<file path="src/rtl/reg_bus_pkg.sv">
// reg_bus_pkg
//   Declarations shared by the register-bus master, its bus interface and its
//   timeout counter:
//     state_t            - master FSM states (IDLE, REQ, WAIT, RESP)
//     cmd_t              - held command (write, addr, wdata, wstrb)
//     REG_BUS_*_W        - bus widths the held command is sized for
//     TIMEOUT_CYCLES_DEF - default READY wait limit
//   Optional feature macro elsewhere in the slice: REG_BUS_MASTER_TIMEOUT_EN.
package reg_bus_pkg;

  localparam int unsigned REG_BUS_ADDR_W     = 32;
  localparam int unsigned REG_BUS_DATA_W     = 32;
  localparam int unsigned REG_BUS_STRB_W     = REG_BUS_DATA_W / 8;
  localparam int unsigned TIMEOUT_CYCLES_DEF = 16;

  typedef enum logic [1:0] {
    IDLE = 2'd0,
    REQ  = 2'd1,
    WAIT = 2'd2,
    RESP = 2'd3
  } state_t;

  typedef struct packed {
    logic                      write;
    logic [REG_BUS_ADDR_W-1:0] addr;
    logic [REG_BUS_DATA_W-1:0] wdata;
    logic [REG_BUS_STRB_W-1:0] wstrb;
  } cmd_t;

endpackage

</file>
<file path="src/rtl/memory_32_32_if.sv">
// memory_32_32
//   Simple register bus between one initiator and one register block.
//   Signals: ADDR (byte address), DATA_WR, WSTRB, WE, RE driven by the
//   initiator; DATA_RD and READY driven by the target.
//   Modports: outward (initiator side), inward (target side).
interface memory_32_32
  import reg_bus_pkg::*;
#(
  parameter int unsigned ADDR_W = REG_BUS_ADDR_W,
  parameter int unsigned DATA_W = REG_BUS_DATA_W
);

  logic [ADDR_W-1:0]   ADDR;
  logic [DATA_W-1:0]   DATA_WR;
  logic [DATA_W/8-1:0] WSTRB;
  logic                WE;
  logic                RE;
  logic [DATA_W-1:0]   DATA_RD;
  logic                READY;

  modport outward (
    output ADDR, DATA_WR, WSTRB, WE, RE,
    input  DATA_RD, READY
  );

  modport inward (
    input  ADDR, DATA_WR, WSTRB, WE, RE,
    output DATA_RD, READY
  );

endinterface

</file>
<file path="src/rtl/reg_bus_timeout_ctr.sv">
// reg_bus_timeout_ctr
//   Counts WAIT cycles for the register-bus master. Only built when
//   REG_BUS_MASTER_TIMEOUT_EN is defined.
//   Ports:
//     clk, rst  - clock, synchronous active-high reset
//     clear     - zero the count (the master's REQ cycle)
//     enable    - count this cycle (the master is in WAIT)
//     expired   - high during the TIMEOUT_CYCLES-th WAIT cycle
module reg_bus_timeout_ctr
  import reg_bus_pkg::*;
#(
  parameter int unsigned TIMEOUT_CYCLES = TIMEOUT_CYCLES_DEF
) (
  input  logic clk,
  input  logic rst,
  input  logic clear,
  input  logic enable,
  output logic expired
);

  // A zero limit would never expire; treat it as one cycle.
  localparam int unsigned LIMIT = (TIMEOUT_CYCLES < 1) ? 1 : TIMEOUT_CYCLES;
  localparam int unsigned CNT_W = (LIMIT > 1) ? $clog2(LIMIT) : 1;

  logic [CNT_W-1:0] count_q;
  logic [CNT_W-1:0] count_d;

  // The count is 0 in the first WAIT cycle, so LIMIT-1 marks the last one.
  assign expired = (count_q == CNT_W'(LIMIT - 1));

  always_comb begin
    count_d = count_q;
    if (clear) begin
      count_d = '0;
    end else if (enable && !expired) begin
      count_d = count_q + CNT_W'(1);
    end
  end

  always_ff @(posedge clk) begin
    if (rst) begin
      count_q <= '0;
    end else begin
      count_q <= count_d;
    end
  end

endmodule

</file>
<file path="src/rtl/reg_bus_master.sv">
// reg_bus_master
//   Turns single commands into register-bus transactions, one outstanding at
//   a time: IDLE -> REQ (one cycle) -> WAIT (until READY) -> RESP.
//   Ports:
//     clk, rst                          clock, synchronous active-high reset
//     cmd_valid/cmd_ready               command handshake
//     cmd_write/addr/wdata/wstrb        command payload
//     rsp_valid/rsp_ready               response handshake
//     rsp_rdata, rsp_err                read data (0 for writes/errors), timeout
//     regs                              memory_32_32.outward bus initiator
//   Macro REG_BUS_MASTER_TIMEOUT_EN: when defined, a WAIT lasting
//   TIMEOUT_CYCLES cycles without READY ends with rsp_err=1. When undefined
//   WAIT lasts until READY and rsp_err is always 0.
module reg_bus_master
  import reg_bus_pkg::*;
#(
  parameter int unsigned ADDR_W         = REG_BUS_ADDR_W,
  parameter int unsigned DATA_W         = REG_BUS_DATA_W,
  parameter int unsigned TIMEOUT_CYCLES = TIMEOUT_CYCLES_DEF
) (
  input  logic                clk,
  input  logic                rst,
  input  logic                cmd_valid,
  output logic                cmd_ready,
  input  logic                cmd_write,
  input  logic [ADDR_W-1:0]   cmd_addr,
  input  logic [DATA_W-1:0]   cmd_wdata,
  input  logic [DATA_W/8-1:0] cmd_wstrb,
  output logic                rsp_valid,
  input  logic                rsp_ready,
  output logic [DATA_W-1:0]   rsp_rdata,
  output logic                rsp_err,
  memory_32_32.outward        regs
);

  state_t              state_q;
  state_t              state_d;
  cmd_t                cmd_q;
  cmd_t                cmd_d;
  logic [DATA_W-1:0]   rsp_rdata_q;
  logic [DATA_W-1:0]   rsp_rdata_d;
  logic                rsp_err_q;
  logic                rsp_err_d;
  logic                timeout_expired;
  logic                bus_active;

`ifdef REG_BUS_MASTER_TIMEOUT_EN
  reg_bus_timeout_ctr #(
    .TIMEOUT_CYCLES (TIMEOUT_CYCLES)
  ) u_timeout_ctr (
    .clk     (clk),
    .rst     (rst),
    .clear   (state_q == REQ),
    .enable  (state_q == WAIT),
    .expired (timeout_expired)
  );
`else
  assign timeout_expired = 1'b0;
`endif

  // Next state and captured response. READY only matters in WAIT, so READY
  // seen in REQ or while the bus is idle has no effect.
  always_comb begin
    state_d     = state_q;
    cmd_d       = cmd_q;
    rsp_rdata_d = rsp_rdata_q;
    rsp_err_d   = rsp_err_q;
    case (state_q)
      IDLE: begin
        if (cmd_valid) begin
          cmd_d.write = cmd_write;
          cmd_d.addr  = cmd_addr;
          cmd_d.wdata = cmd_wdata;
          cmd_d.wstrb = cmd_wstrb;
          state_d     = REQ;
        end
      end
      REQ: begin
        state_d = WAIT;
      end
      WAIT: begin
        // READY wins over a timeout expiring in the same cycle.
        if (regs.READY) begin
          rsp_rdata_d = cmd_q.write ? '0 : regs.DATA_RD;
          rsp_err_d   = 1'b0;
          state_d     = RESP;
        end else if (timeout_expired) begin
          rsp_rdata_d = '0;
          rsp_err_d   = 1'b1;
          state_d     = RESP;
        end
      end
      RESP: begin
        if (rsp_ready) begin
          state_d = IDLE;
        end
      end
      default: begin
        state_d = IDLE;
      end
    endcase
  end

  always_ff @(posedge clk) begin
    if (rst) begin
      state_q     <= IDLE;
      cmd_q       <= '0;
      rsp_rdata_q <= '0;
      rsp_err_q   <= 1'b0;
    end else begin
      state_q     <= state_d;
      cmd_q       <= cmd_d;
      rsp_rdata_q <= rsp_rdata_d;
      rsp_err_q   <= rsp_err_d;
    end
  end

  // Bus outputs decode registered state only, so they are held stable
  // through WAIT and drop to zero in RESP/IDLE, which guarantees a gap of
  // at least one low WE/RE cycle between transactions.
  assign bus_active    = (state_q == REQ) || (state_q == WAIT);
  assign regs.ADDR     = bus_active ? cmd_q.addr : '0;
  assign regs.DATA_WR  = (bus_active && cmd_q.write) ? cmd_q.wdata : '0;
  assign regs.WSTRB    = (bus_active && cmd_q.write) ? cmd_q.wstrb : '0;
  assign regs.WE       = bus_active && cmd_q.write;
  assign regs.RE       = bus_active && !cmd_q.write;

  // cmd_ready is masked by rst so it reads 0 while reset is held.
  assign cmd_ready = (state_q == IDLE) && !rst;
  assign rsp_valid = (state_q == RESP);
  assign rsp_rdata = rsp_rdata_q;
  assign rsp_err   = rsp_err_q;

endmodule

</file>
<file path="src/flat_wrapper.sv">
// flat-port wrapper written by rule: the top's interface ports become plain ports
module reg_bus_master_flat import reg_bus_pkg::*;
#(
  parameter int unsigned ADDR_W         = REG_BUS_ADDR_W,
  parameter int unsigned DATA_W         = REG_BUS_DATA_W,
  parameter int unsigned TIMEOUT_CYCLES = TIMEOUT_CYCLES_DEF
)
  (clk, rst, cmd_valid, cmd_ready, cmd_write, cmd_addr, cmd_wdata, cmd_wstrb, rsp_valid, rsp_ready, rsp_rdata, rsp_err, regs_ADDR, regs_DATA_WR, regs_WSTRB, regs_WE, regs_RE, regs_DATA_RD, regs_READY);
  memory_32_32 #(.ADDR_W(ADDR_W), .DATA_W(DATA_W)) regs_i ();
  input  logic clk;
  input  logic rst;
  input  logic cmd_valid;
  output logic cmd_ready;
  input  logic cmd_write;
  input  logic [ADDR_W-1:0] cmd_addr;
  input  logic [DATA_W-1:0] cmd_wdata;
  input  logic [DATA_W/8-1:0] cmd_wstrb;
  output logic rsp_valid;
  input  logic rsp_ready;
  output logic [DATA_W-1:0] rsp_rdata;
  output logic rsp_err;
  output wire logic [$bits(regs_i.ADDR)-1:0] regs_ADDR;
  output wire logic [$bits(regs_i.DATA_WR)-1:0] regs_DATA_WR;
  output wire logic [$bits(regs_i.WSTRB)-1:0] regs_WSTRB;
  output wire logic [$bits(regs_i.WE)-1:0] regs_WE;
  output wire logic [$bits(regs_i.RE)-1:0] regs_RE;
  input wire logic [$bits(regs_i.DATA_RD)-1:0] regs_DATA_RD;
  input wire logic [$bits(regs_i.READY)-1:0] regs_READY;
  assign regs_ADDR = regs_i.ADDR;
  assign regs_DATA_WR = regs_i.DATA_WR;
  assign regs_WSTRB = regs_i.WSTRB;
  assign regs_WE = regs_i.WE;
  assign regs_RE = regs_i.RE;
  assign regs_i.DATA_RD = regs_DATA_RD;
  assign regs_i.READY = regs_READY;
  reg_bus_master #(.ADDR_W(ADDR_W), .DATA_W(DATA_W), .TIMEOUT_CYCLES(TIMEOUT_CYCLES)) u_core (.clk(clk), .rst(rst), .cmd_valid(cmd_valid), .cmd_ready(cmd_ready), .cmd_write(cmd_write), .cmd_addr(cmd_addr), .cmd_wdata(cmd_wdata), .cmd_wstrb(cmd_wstrb), .rsp_valid(rsp_valid), .rsp_ready(rsp_ready), .rsp_rdata(rsp_rdata), .rsp_err(rsp_err), .regs(regs_i));
endmodule
</file>
<file path="config.mk">
export PLATFORM = sky130hd
export DESIGN_NAME = reg_bus_master_flat
export DESIGN_NICKNAME = d
export VERILOG_FILES = /design/src/rtl/reg_bus_pkg.sv /design/src/rtl/memory_32_32_if.sv /design/src/rtl/reg_bus_timeout_ctr.sv /design/src/rtl/reg_bus_master.sv /design/src/flat_wrapper.sv
export SDC_FILE = /design/constraint.sdc
export NUM_CORES = 1
export LEC_CHECK = 0
export CORE_MARGIN = 5
export CORE_UTILIZATION = 41
export DETAILED_ROUTE_END_ITERATION = 12
export GPL_TIMING_DRIVEN = 0
export PLACE_DENSITY = 0.81
export SYNTH_ARGS = -nofsm -noshare
export SYNTH_HDL_FRONTEND = slang
export SYNTH_SLANG_ARGS = --single-unit
</file>
<file path="constraint.sdc">
create_clock -name clk -period 1.9 [get_ports clk]
set_input_delay 0.38 -clock clk [delete_from_list [all_inputs] [get_ports clk]]
set_output_delay 0.38 -clock clk [all_outputs]
set_load 0.005 [all_outputs]
</file>
==> results of run 1 <==
[state kept, by name (all words and copies together) (netlist names)]
signal / flops
u_core.cmd_q: 69
u_core.rsp_rdata: 32
u_core.state_q: 2
[power groups by stage]
stage,Sequential [mW],Combinational [mW],Clock [mW]
2_1_floorplan,2.71,1.20,0
3_3_place_gp,2.73,2.15,0
3_5_place_dp,2.76,2.19,0
4_1_cts,2.71,2.88,1.42
5_1_grt,2.76,3.32,1.52
6_report,2.73,3.06,1.40
[path summary, 6_finish.rpt]
kind / cells past startpoint / to / startpoint / slack [ns]
max: 7 / regs_ADDR[19] / u_core.state_q[0] / -0.11
min: 3 / u_core.rsp_rdata[12] / regs_READY / 0.39
max reg2reg: 9 / u_core.rsp_rdata[21] / u_core.state_q[0] / 0.24
min reg2reg: 2 / u_core.cmd_q[7] / u_core.cmd_q[7] / 0.45
[synthesized netlist by cell type, drive strengths merged]
library cell and count:
a21oi 101, a31oi 1, and2 34, and3 36, buf 27, clkbuf 26
conb 1, dfxtp 103, ha 3, inv 4, mux2i 1, nand2 172
nand2b 3, nand4b 32, nor2 1, nor2b 1, o21a 1, o221a 1
[worst max-delay path: stages, from the launching register on]
cell     delay (ns)
dfxtp_2        0.35
inv_2          0.05
ha_4           0.25
buf_8          0.14
buf_8          0.12
buf_6          0.11
and2_4         0.13
buf_6          0.11
[layout make-up]
class                           instances  area, um2  share of cell area [%]
Buffer                                 52        354                    4.98
Clock buffer                           12        145                    2.04
Clock inverter                          4       55.1                   0.774
Inverter                                4       15.0                   0.211
Multi-Input combinational cell        388       2150                    30.3
Sequential cell                       103       2060                    29.0
Tap cell                              136        170                    2.39
Timing Repair Buffer                  225       2150                    30.3
[layer usage]
layer	wire, um	track usage, %	share of wire (%)
met5	0	0	0
met4	273	6.49	1.8
met3	1560	8.13	10
met2	7440	40.1	49
met1	5900	26.2	39
[what timing repair did]
item / in CTS / in global routing
pin swaps: 1 / 1
buffers inserted: 9 / 2
setup endpoints to repair: 71 / 70
resized for setup: 356 / 47
gates cloned: 6 / 1
[cells by family after synthesis]
group / count (synthesis)
muxes: 1
other: 1
DFF: 103
buffers and inverters: 57
and+or+nand+nor: 279
AOI/OAI and AO/OA: 104
adders and majority gates: 3
==> impl_metrics.tcl, run 1 <==
set metrics [dict create \
    final-instance-count-excl-fill 924 \
    synth.top_cell.area_share_pct 47.2 \
    grt_pass1_vias 4720 \
    drtPass1Iterations 4 \
    core-area_um2 10400 \
    netlist_area_um2 4370 \
    final_cell_area_um2 7110 \
    switchingPower_mw 2.34 \
    port_buffers 207 \
    cts_tree "built" \
    yosys.area_share.simple_pct 31.9 \
    pre_cts_ws_ns -0.519 \
    dp_hpwl_um 11200 \
    antenna_found_initial 0 \
    powerDensity_nw_per_um2 1010 \
    remaining_drc_errors 0 \
    combPwrFrac_pct 42.6 \
    synth-xor-area-share_pct 0 \
    leakage_nw 2.92 \
    arrival_ns 1.63 \
    fmax_mhz 497 \
    hold_path_class "primary input to register" \
    final_common_cell "nand2_1" \
    nNetsFinal 892 \
    hold_violations 0 \
    ys_warn_count 0 \
    rsz0062_at_grt "yes" \
    syn2layout_area_growth_pct 62.8 \
    violations "negative setup slack" \
    overflow 0 \
    drive_gt1_share_pct 24.6 \
    ctsRootBufferMaster "clkbuf_8" \
    nFillCells 845 \
    cap_violations 0 \
    clockPowerShare_pct 19.5 \
    grt_usage_pct 22.8 \
    setup_viol 69 \
    synth_cells 548 \
    synth_mux_area_share_pct 0.229 \
    syn_nets 657 \
    htree_levels 3 \
    wirelength_um 15200 \
    antenna-diode-count 0 \
    cts_buffers 9 \
    syn_avg_cell_area_um2 7.97 \
    ir_worst_vdd_mv 0.541 \
    synth_cell_types 23 \
    fin_crit_ns 2.01 \
    crit_fanout 5 \
    setup_ws_ns -0.110 \
    wl_per_cell_um 16.4 \
    power.total_mw 7.18 \
    cp-start-kind "register" \
    drt_iter0_drc 201 \
    sw_frac_of_total_pct 32.6 \
    cts.sinks 103 \
    io_pins 211 \
    vias_per_cell 5.07 \
    die_area_um2 12800 \
    setup-tns-final_ns -3.47 \
    num_rows 37 \
    hold_buffers 0 \
    finalCritPeriodShare_pct 106 \
    die_h_um 113 \
    seqPwrFrac_pct 38.0 \
    dp_cells 891 \
    ant_nets 0 \
    grt_max_degree 17 \
    final_core_util_pct 68.6 \
    synth_compound_area_share_pct 13.0 \
    clk-insertion-delay-late_ns 0.36 \
    die_w_um 113 \
    drv_slew 0 \
    synth_seq_area_share_pct 47.2 \
    mostFrequentLayoutCells "nand2_1, clkdlybuf4s50_1, dfxtp_1, a21oi_1, buf_2" \
    vias 4688 \
    placed_area_um2 6610 \
    synthAdderAreaFrac_pct 0.859 \
    start_util_pct 42.1 \
    p_int_mw 4.84 \
    holdWs_ns 0.386 \
    clockBufferDepth 2 \
    synth.largest_area_cell "dfxtp_1" \
    crit_type "register to output pin" \
    path_clk_slew_ns 0.11 \
    grt_pass1_wl_um 23700 \
    gp_congestion 0.893 \
    ys_ff_latch 103 \
    skew_ns 0.0141 \
    required_ns 1.52 \
    synth_top_family_by_area "simple AND/OR/NAND/NOR gates" \
    outcome "finished with violations" \
    endpoint_kind "output pin" \
    netlist_top_cells_area "dfxtp_1, nand2_1, a21oi_1, nand4b_1, and3_1" \
]
Note: power is estimated with default switching activity, not from simulation.
==> run 2, diff against run 1 <==
Settings changed: CORE_UTILIZATION 41 to 29, PLACE_DENSITY 0.81 to not set.
==> impl_metrics.tcl, run 2 (synthesis gave the netlist of run 1 again) <==
set metrics [dict create \
    relSlewSlack_pct 61.8 \
    start_util_pct 29.8 \
    whs_path_depth 3 \
    largest_reg_flops 69 \
    mostFrequentLayoutCells "nand2_1, clkdlybuf4s50_1, dfxtp_1, a21oi_1, buf_2" \
    vias 4616 \
    nNetsFinal 889 \
    pre_cts_ws_ns -0.572 \
    nFillCells 1382 \
    setup_viol 59 \
    crit_type "register to output pin" \
    drtPass1Iterations 4 \
    drv_slew 0 \
    worst_slew_pin_slew_ns 0.572 \
    hold_violations 0 \
    remaining_drc_errors 0 \
    overflow 0 \
    hold_start "regs_READY" \
    hold_buffers 0 \
    io_pins 211 \
    fin_crit_ns 2.00 \
    clk-insertion-delay-late_ns 0.35 \
    skew_ns 0.00632 \
    wl_per_cell_um 16.5 \
    leakage_nw 2.96 \
    violations "negative setup slack" \
    r2r-start "u_core.state_q[0]" \
    final_common_cell "nand2_1" \
    setup-tns-final_ns -2.86 \
    hold_path_class "primary input to register" \
    cap_violations 0 \
    wirelength_um 16000 \
    arrival_ns 1.62 \
    cts_buffers 9 \
    ir_worst_vdd_mv 0.695 \
    ctsRootBufferMaster "clkbuf_16" \
    finalCritPeriodShare_pct 105 \
    r2r-end "u_core.rsp_rdata[4]" \
    drive_gt1_share_pct 24.6 \
    rr_worst_depth 8 \
    cts_tree "built" \
    die_h_um 133 \
    path_clk_slew_ns 0.07 \
    gp_congestion 0.810 \
    num_rows 44 \
    ant_nets 0 \
    die_area_um2 17600 \
    grt_pass1_vias 4683 \
    core-area_um2 14600 \
    syn2layout_area_growth_pct 69.2 \
    powerDensity_nw_per_um2 1080 \
    cp-start-kind "register" \
    dp_hpwl_um 11700 \
    vias_per_cell 4.76 \
    htree_levels 3 \
    setup_ws_ns -0.104 \
    grt_usage_pct 17.9 \
    outcome "finished with violations" \
    port_buffers 207 \
    regMostFlops "u_core.cmd_q" \
    crit_fanout 5 \
    min_to "u_core.rsp_rdata[12]" \
    grt_pass1_wl_um 25600 \
    cts.sinks 103 \
    clockBufferDepth 2 \
    required_ns 1.52 \
    antenna_found_initial 0 \
    fmax_mhz 499 \
    drt_iter0_drc 211 \
    endpoint_kind "output pin" \
    grt_max_degree 17 \
    antenna-diode-count 0 \
    r2r_slack_ns 0.41 \
    die_w_um 133 \
    rsz0062_at_grt "yes" \
]
-- run 2: report_power, final --
group	total, mW	internal (mW)	switching, mW
clock	2.07	1.23	0.835
combinational	3.17	1.74	1.43
sequential	2.73	2.53	0.198
total	7.96	5.50	2.46
-- run 2: final cells by class --
cell class	instances	area, um2	area share (%)
multi-input combinational	388	2180	29.5
timing repair buffer	221	2180	29.5
buffer	53	387	5.23
clock inverter	4	76.3	1.03
inverter	4	15.0	0.203
tap	184	230	3.11
clock buffer	12	256	3.47
sequential	103	2070	27.9
-- run 2: per-stage QoR --
stage | area (um2) | hold slack [ns] | util (%) | total power [mW] | instances
6_report | 7390 | 0.378 | 50.5 | 7.96 | 969
5_1_grt | 7390 | 0.383 | 50.5 | 8.44 | 969
4_1_cts | 7150 | 0.364 | 48.8 | 7.81 | 968
3_5_place_dp | 6670 | 0.442 | 45.5 | 5.00 | 939
3_3_place_gp | 6670 | 0.437 | 45.5 | 4.94 | 939
2_1_floorplan | 4370 | 0.432 | - | 3.91 | 548
-- run 2: what timing repair did --
item                       CTS  global route
pin swaps                    1             1
resized for setup          354            55
setup endpoints to repair   71            70
gates cloned                 6             0
buffers inserted             8             1
-- run 2: per-layer routing --
layer	GRT usage (%)	vias to the layer above	routed length [um]
met5	0	-	0
met3	7.63	11	1290
li1	-	2275	-
met4	3.52	0	155
met2	29.8	149	7670
met1	21.8	2181	6840
-- run 2: worst max-delay path by stage --
stage                                  end  cells after the start              start  slack [ns]
after floorplan           regs_DATA_WR[25]                      4  u_core.state_q[1]        0.38
after global placement    regs_DATA_WR[28]                      5  u_core.state_q[1]       -0.55
after detailed placement  regs_DATA_WR[28]                      5  u_core.state_q[0]       -0.57
after CTS                 regs_DATA_WR[13]                      7  u_core.state_q[0]       -0.14
after global routing      regs_DATA_WR[13]                      7  u_core.state_q[0]       -0.17
final                     regs_DATA_WR[13]                      7  u_core.state_q[1]       -0.10
-- run 2: critical path, cell delays in order (launching register included) --
cell and delay (ns):
dfxtp_2 0.34, inv_2 0.04, ha_4 0.29, buf_8 0.12, buf_6 0.12, buf_8 0.10, and3_4 0.17, buf_6 0.09
